File: src/rtl/lcd_display_pkg.sv
// lcd_display_pkg
// Shared constants and the scanner FSM encoding for the LCD display-slot
// requester. The shadow entry holds {valid, name, value}.
package lcd_display_pkg;

  localparam int NUM_AREAS_MAX = 44;
  localparam int NAME_W        = 40;
  localparam int VALUE_W       = 32;
  localparam int NUM_W         = 6;
  localparam int ENTRY_W       = 1 + NAME_W + VALUE_W;

  typedef enum logic [2:0] {
    ST_IDLE,
    ST_DRIVE,
    ST_SAMPLE,
    ST_CMP,
    ST_EMIT
  } state_e;

endpackage

File: src/rtl/lcd_shadow_ram.sv
// lcd_shadow_ram
// Shadow copy of what the renderer currently shows for each area.
// Name/value live in a plain array with a registered read; the valid bits
// live in flops so that a reset wipes every area in a single cycle.
// Ports:
//   clk, resetn              clock, synchronous active-low reset
//   rd_en_i, rd_addr_i       read request (area number 1..NUM_AREAS)
//   rd_valid_o/name_o/value_o registered read data, valid the cycle after rd_en_i
//   wr_en_i, wr_addr_i       write request (area number 1..NUM_AREAS)
//   wr_valid_i/name_i/value_i write data
module lcd_shadow_ram
  import lcd_display_pkg::*;
#(
  parameter int NUM_AREAS = NUM_AREAS_MAX
) (
  input  logic               clk,
  input  logic               resetn,
  input  logic               rd_en_i,
  input  logic [NUM_W-1:0]   rd_addr_i,
  output logic               rd_valid_o,
  output logic [NAME_W-1:0]  rd_name_o,
  output logic [VALUE_W-1:0] rd_value_o,
  input  logic               wr_en_i,
  input  logic [NUM_W-1:0]   wr_addr_i,
  input  logic               wr_valid_i,
  input  logic [NAME_W-1:0]  wr_name_i,
  input  logic [VALUE_W-1:0] wr_value_i
);

  logic [ENTRY_W-2:0]   mem_q [NUM_AREAS];
  logic [NUM_AREAS-1:0] valid_q;
  logic [ENTRY_W-2:0]   rd_data_q;
  logic                 rd_valid_q;
  logic [NUM_W-1:0]     rd_slot;
  logic [NUM_W-1:0]     wr_slot;

  // Areas are numbered from 1, storage from 0.
  assign rd_slot = rd_addr_i - NUM_W'(1);
  assign wr_slot = wr_addr_i - NUM_W'(1);

  always_ff @(posedge clk) begin
    if (wr_en_i) begin
      mem_q[wr_slot] <= {wr_name_i, wr_value_i};
    end
    if (rd_en_i) begin
      rd_data_q <= mem_q[rd_slot];
    end
  end

  always_ff @(posedge clk) begin
    if (!resetn) begin
      valid_q    <= '0;
      rd_valid_q <= 1'b0;
    end else begin
      if (wr_en_i) begin
        valid_q[wr_slot] <= wr_valid_i;
      end
      if (rd_en_i) begin
        rd_valid_q <= valid_q[rd_slot];
      end
    end
  end

  assign rd_valid_o = rd_valid_q;
  assign rd_name_o  = rd_data_q[ENTRY_W-2:VALUE_W];
  assign rd_value_o = rd_data_q[VALUE_W-1:0];

endmodule

File: src/rtl/lcd_display_scanner.sv
// lcd_display_scanner
// Sweeps the user display logic over areas 1..NUM_AREAS, compares each
// registered reply with the shadow copy and emits only the changed areas to
// the LCD renderer over a valid/ready handshake.
// Ports:
//   clk, resetn                    clock, synchronous active-low reset
//   display_number                 area being requested (0 while idle)
//   display_valid/name/value       registered reply from the user logic
//   refresh_all                    request to re-emit every valid area next sweep
//   upd_valid, upd_ready           update handshake to the renderer
//   upd_index/blank/name/value     update payload
//   frame_done                     one-cycle pulse at the end of a sweep
module lcd_display_scanner
  import lcd_display_pkg::*;
#(
  parameter int NUM_AREAS   = NUM_AREAS_MAX,
  parameter int REFRESH_DIV = 1000
) (
  input  logic               clk,
  input  logic               resetn,
  output logic [NUM_W-1:0]   display_number,
  input  logic               display_valid,
  input  logic [NAME_W-1:0]  display_name,
  input  logic [VALUE_W-1:0] display_value,
  input  logic               refresh_all,
  output logic               upd_valid,
  input  logic               upd_ready,
  output logic [NUM_W-1:0]   upd_index,
  output logic               upd_blank,
  output logic [NAME_W-1:0]  upd_name,
  output logic [VALUE_W-1:0] upd_value,
  output logic               frame_done
);

  localparam logic [NUM_W-1:0] LAST_IDX = NUM_W'(NUM_AREAS);
  localparam logic [31:0]      CNT_LAST = 32'(REFRESH_DIV - 1);

  state_e               state_q, state_d;
  logic [NUM_W-1:0]     idx_q, idx_d;
  logic [31:0]          cnt_q, cnt_d;
  logic [NUM_AREAS-1:0] stale_q, stale_d;
  logic                 pend_q, pend_d;
  logic                 cap_valid_q;
  logic [NAME_W-1:0]    cap_name_q;
  logic [VALUE_W-1:0]   cap_value_q;

  logic                 sh_valid;
  logic [NAME_W-1:0]    sh_name;
  logic [VALUE_W-1:0]   sh_value;
  logic [NUM_W-1:0]     idx_slot;
  logic                 need_upd;
  logic                 handshake;
  logic                 leave_area;
  logic                 idle_expire;

  lcd_shadow_ram #(.NUM_AREAS(NUM_AREAS)) u_shadow (
    .clk        (clk),
    .resetn     (resetn),
    .rd_en_i    (state_q == ST_DRIVE),
    .rd_addr_i  (idx_q),
    .rd_valid_o (sh_valid),
    .rd_name_o  (sh_name),
    .rd_value_o (sh_value),
    .wr_en_i    (handshake),
    .wr_addr_i  (idx_q),
    .wr_valid_i (cap_valid_q),
    .wr_name_i  (cap_name_q),
    .wr_value_i (cap_value_q)
  );

  assign idx_slot    = idx_q - NUM_W'(1);
  assign idle_expire = (state_q == ST_IDLE) && (cnt_q == CNT_LAST);
  assign handshake   = (state_q == ST_EMIT) && upd_ready;

  // A valid reply emits when forced stale or when it differs from the shadow;
  // an invalid reply only emits (as a blank) if the area is currently shown.
  assign need_upd = cap_valid_q ? (stale_q[idx_slot] || !sh_valid ||
                                   (sh_name != cap_name_q) ||
                                   (sh_value != cap_value_q))
                                : sh_valid;

  assign leave_area = ((state_q == ST_CMP) && !need_upd) || handshake;

  // State register
  always_ff @(posedge clk) begin
    if (!resetn) begin
      state_q <= ST_IDLE;
    end else begin
      state_q <= state_d;
    end
  end

  // Next-state logic
  always_comb begin
    state_d = state_q;
    case (state_q)
      ST_IDLE:   if (idle_expire) state_d = ST_DRIVE;
      ST_DRIVE:  state_d = ST_SAMPLE;
      ST_SAMPLE: state_d = ST_CMP;
      ST_CMP: begin
        if (need_upd) begin
          state_d = ST_EMIT;
        end else begin
          state_d = (idx_q == LAST_IDX) ? ST_IDLE : ST_DRIVE;
        end
      end
      ST_EMIT: begin
        if (upd_ready) begin
          state_d = (idx_q == LAST_IDX) ? ST_IDLE : ST_DRIVE;
        end
      end
      default:   state_d = ST_IDLE;
    endcase
  end

  // Datapath next values: idle counter, area index, stale vector and the
  // pending refresh, which is only folded into stale when a sweep starts.
  always_comb begin
    cnt_d   = cnt_q;
    idx_d   = idx_q;
    stale_d = stale_q;
    pend_d  = pend_q | refresh_all;
    if (state_q == ST_IDLE) begin
      if (idle_expire) begin
        cnt_d   = '0;
        idx_d   = NUM_W'(1);
        stale_d = stale_q | {NUM_AREAS{pend_d}};
        pend_d  = 1'b0;
      end else begin
        cnt_d = cnt_q + 32'd1;
      end
    end
    if (leave_area) begin
      stale_d[idx_slot] = 1'b0;
      idx_d = (idx_q == LAST_IDX) ? NUM_W'(1) : idx_q + NUM_W'(1);
    end
  end

  always_ff @(posedge clk) begin
    if (!resetn) begin
      cnt_q       <= '0;
      idx_q       <= NUM_W'(1);
      stale_q     <= '1;
      pend_q      <= 1'b0;
      cap_valid_q <= 1'b0;
    end else begin
      cnt_q   <= cnt_d;
      idx_q   <= idx_d;
      stale_q <= stale_d;
      pend_q  <= pend_d;
      if (state_q == ST_SAMPLE) begin
        cap_valid_q <= display_valid;
      end
    end
  end

  // The reply is taken once per area, at the end of SAMPLE.
  always_ff @(posedge clk) begin
    if (state_q == ST_SAMPLE) begin
      cap_name_q  <= display_name;
      cap_value_q <= display_value;
    end
  end

  // Outputs: payload is forced to zero outside EMIT so reset leaves all
  // outputs low.
  always_comb begin
    display_number = '0;
    upd_valid      = 1'b0;
    upd_index      = '0;
    upd_blank      = 1'b0;
    upd_name       = '0;
    upd_value      = '0;
    frame_done     = leave_area && (idx_q == LAST_IDX);
    if (state_q != ST_IDLE) begin
      display_number = idx_q;
    end
    if (state_q == ST_EMIT) begin
      upd_valid = 1'b1;
      upd_index = idx_q;
      upd_blank = !cap_valid_q;
      upd_name  = cap_name_q;
      upd_value = cap_value_q;
    end
  end

endmodule

File: config.mk
export PLATFORM = sky130hd
export DESIGN_NAME = lcd_display_scanner
export DESIGN_NICKNAME = d
export VERILOG_FILES = /design/src/rtl/lcd_display_pkg.sv /design/src/rtl/lcd_shadow_ram.sv /design/src/rtl/lcd_display_scanner.sv
export SDC_FILE = /design/constraint.sdc
export NUM_CORES = 2
export LEC_CHECK = 0
export ABC_AREA = 1
export CAP_MARGIN = 10
export CORE_MARGIN = 4
export CORE_UTILIZATION = 45
export CTS_CLUSTER_DIAMETER = 30
export DETAILED_ROUTE_END_ITERATION = 8
export PLACE_DENSITY_LB_ADDON = 0.15
export SETUP_SLACK_MARGIN = 0.2
export SYNTH_ARGS = -nofsm -noshare
export SYNTH_HDL_FRONTEND = slang
export SYNTH_HIERARCHICAL = 1
export SYNTH_SLANG_ARGS = --single-unit
File: constraint.sdc
create_clock -name clk -period 7 [get_ports clk]
set_input_delay 1.4 -clock clk [delete_from_list [all_inputs] [get_ports clk]]
set_output_delay 1.4 -clock clk [all_outputs]
set_load 0.05 [all_outputs]
==> run metrics <==
# rows 204; Port Buffers 163; RSZ-0062 raised after global routing false; P_int 43.6 mW; GRT Overall Usage roughly 30%; root buf cell clkbuf_16; max_slew headroom between 5 and 6%; post-CTS setup buffer count 0; via/cell ratio a little under 6; final total power 55.2 mW; worst hold slack between 0.4 and 0.5 ns; hold endpoint u_shadow/valid_q[1]$_SDFFE_PN0P_; first-pass GRT wire length 683 mm; CTS tree done; Most used DFF post-synth edfxtp_1; clock sinks 3444; Final Cell Area about 0.17 sq mm; worst vdd ir between 0.2 and 0.3 mV; Mapped Nets around 12000; CTS resizes 0; Post-Synthesis Cells about 12000; drc violations 0; fin cells 16700; Clock Skews roughly 0.07 ns; share of layout cells above drive strength 1 11.4%; fillers roughly 25000; Final Cycle Share 83.9%; Seq pwr share about two fifths; Final Wtd Congestion 0.910; area delta synth->final 21.4%; Pre-antenna DRT Iters 7; vias in the first global route ~93000; Initial Util between 40% and 50%; FFs w/ async S/R, synth 0%; chip height around 560 um; Final WS setup between 1 and 1.5 ns; Synth area leaders edfxtp_1, nand2_1, nand3_1, o21ai_0, nor2_1; Mapped Area 0.139 sq mm; Seq/Total Area, Yosys between 70% and 80%; Period minus WS final between 5 and 6 ns; Post-CTS Hold Fix Bufs 0; hold_sp u_shadow/valid_q[1]$_SDFFE_PN0P_; Die ar. about 0.32 sq mm; Die W approximately 560 um; Post-synth EDFFs about 3300; area of the multi-input gates between 0.03 and 0.04 sq mm; DRT iter0 DRCs about 14000; Top-Level Pins between 150 and 200; Yosys top cell area share a little under three quarters; Switching Share between 20% and 30%; Crit Path Max Fanout 52; initial antenna violation count 34; crit end category output pin; YS warnings 6; Syn Area/Cell 11.9 sq um; dpl cell area around 0.15 sq mm; H-tree levels 6; Final setup viols 0; top cells by count, synth edfxtp_1, nand2_1, nand3_1; Peak Freq ~170 MHz; Synth Register Bits around 3400; Synth area leader edfxtp_1; RR Endpoint u_shadow/mem_q[14][37]$_DFFE_PP_; Slew @ Worst Pin between 1 and 1.5 ns; Hold Crit Depth 2; Final Max Slew Viols 0; Max Cap Viol 0; LEAKAGE 59.5 nW; setup_tns 0 ns; Setup CP Type reg -> out; register area ~0.10 sq mm; clk_lat worst skew between 1 and 1.5 ns; Routed Antenna Nets 0; Via Count between 90000 and 100k; clock power share 57.7%; CP Data Arrival Time 4.48 ns; clock slew at reported path FFs 0.05 ns; final wirelength approximately 490 mm; largest net degree at the start of global routing ~190; Startpoint Class register; count leader, synth edfxtp_1; Power Dens Cells between 300 and 400 mW/mm^2; CTS buffer count roughly 650; worst min-delay path category reg -> reg; dpl ws around 1.9 ns; Reg-to-Reg Start idx_q[0]$_SDFFE_PN1P_; placed instance count roughly 15000; grt total ovfl 0; DP HPWL 248 mm; Core ar. about 0.3 sq mm; WL/cell 29.1 um; Comb pwr share about 1.3%; CTS Buffer Depth 4; cells on worst reg2reg path 10; run status complete, no violations; WP data required ~5.6 ns; final core occ between 50% and 60%; Unique masters post-synth between 40 and 50; final net count roughly 12000; switching pwr between 10 and 15 mW; register-to-register setup slack approximately 2.0 ns; final hold violations 0
==> cell type report <==
| class | instances | area share, % |
|---|---|---|
| sequential | 3444 | 60.3 |
| clock buffer | 741 | 9.90 |
| timing repair buffer | 458 | 2.95 |
| inverter | 466 | 1.05 |
| multi-input combinational | 7011 | 19.2 |
| tap | 4120 | 3.05 |
| antenna | 7 | 0.0104 |
| clock inverter | 462 | 3.50 |
==> registers in the layout, summed over array words and instances, names as in the netlist <==
signal and count:
u_shadow/rd_valid_o 1, cap_valid_q 1, cnt_q 32, stale_q 44
u_shadow/valid_q 44, pend_q 1, u_shadow/mem_q 3168, cap_name_q 40
idx_q 6, u_shadow/rd_data_q 72, cap_value_q 32, state_q 3
==> cell families after synthesis <==
| logic type | synth area share, % |
|---|---|
| simple gates | 15.2 |
| flops | 73.3 |
| compound gates | 7.59 |
| buf+inv | 3.72 |
| xor+xnor | 0.168 |
| fa+ha+maj | 0.0449 |
==> power groups by stage <==
stage                     Clock [mW]  Combinational, mW  Sequential (mW)
after global routing            33.2              0.772             22.6
after floorplan                    0              0.232             23.1
after detailed placement           0              0.713             23.0
after global placement             0              0.703             23.0
final                           31.9              0.730             22.6
after CTS                       32.1              0.715             22.6
==> layout by cell type (no fill, tap or decap), drive strengths merged <==
master | Yosys | routed
diode | 0 | 7
o22ai | 101 | 101
or2 | 6 | 6
nand3 | 1383 | 1383
inv | 464 | 513
dfxtp | 132 | 132
nand4 | 17 | 17
nor2 | 1270 | 1270
a31oi | 1 | 1
ha | 5 | 5
edfxtp | 3312 | 3312
o31ai | 7 | 7
a21boi | 1 | 1
o2111ai | 1 | 1
clkinv | 2 | 260
nor3b | 5 | 5
nor4 | 12 | 12
xnor2 | 12 | 12
a21oi | 283 | 283
o221ai | 10 | 10
nor3 | 34 | 34
clkdlybuf4s50 | 0 | 161
bufinv | 0 | 96
buf | 380 | 297
o211ai | 394 | 394
clkbuf | 365 | 741
o21ai | 1070 | 1070
nand2 | 2378 | 2378
xor2 | 13 | 13
a211oi | 3 | 3
o21a | 4 | 4
and2 | 1 | 1
clkinvlp | 0 | 59
==> layer usage <==
| metal | vias up | track usage (%) | wire [um] |
|---|---|---|---|
| met5 | - | 0 | 85 |
| met4 | 14 | 13.4 | 23200 |
| met3 | 1021 | 5.86 | 50000 |
| met2 | 5604 | 45.9 | 221000 |
| met1 | 49300 | 40.9 | 191000 |
| li1 | 42600 | - | - |
==> worst max-delay path: stages, from the launching register on <==
cell	delay [ns]
dfxtp_4	0.77
inv_2	0.25
ha_1	0.55
inv_1	0.34
nand2_1	0.12
nor2_1	0.38
nand2_1	0.11
nand4_1	0.11
nand2_1	0.07
nand3_2	0.11
nand2_4	0.07
nand2_8	0.25
a21oi_1	0.12
buf_4	0.21
==> worst max path at each step <==
| stage | depth (start not counted) | slack (ns) | end | startpoint |
|---|---|---|---|---|
| 6_report | 13 | 1.12 | frame_done | idx_q[0]$_SDFFE_PN1P_ |
| 5_1_grt | 13 | 0.84 | frame_done | idx_q[0]$_SDFFE_PN1P_ |
| 4_1_cts | 15 | 0.74 | frame_done | cap_name_q[32]$_DFFE_PP_ |
| 3_5_place_dp | 15 | 1.88 | frame_done | cap_name_q[32]$_DFFE_PP_ |
| 3_3_place_gp | 15 | 1.80 | frame_done | cap_name_q[32]$_DFFE_PP_ |
| 2_1_floorplan | 4 | 0.96 | u_shadow/rd_valid_o$_SDFFE_PN0P_ | state_q[0]$_SDFFE_PN0P_ |
Power figures use the tool's default switching activity.
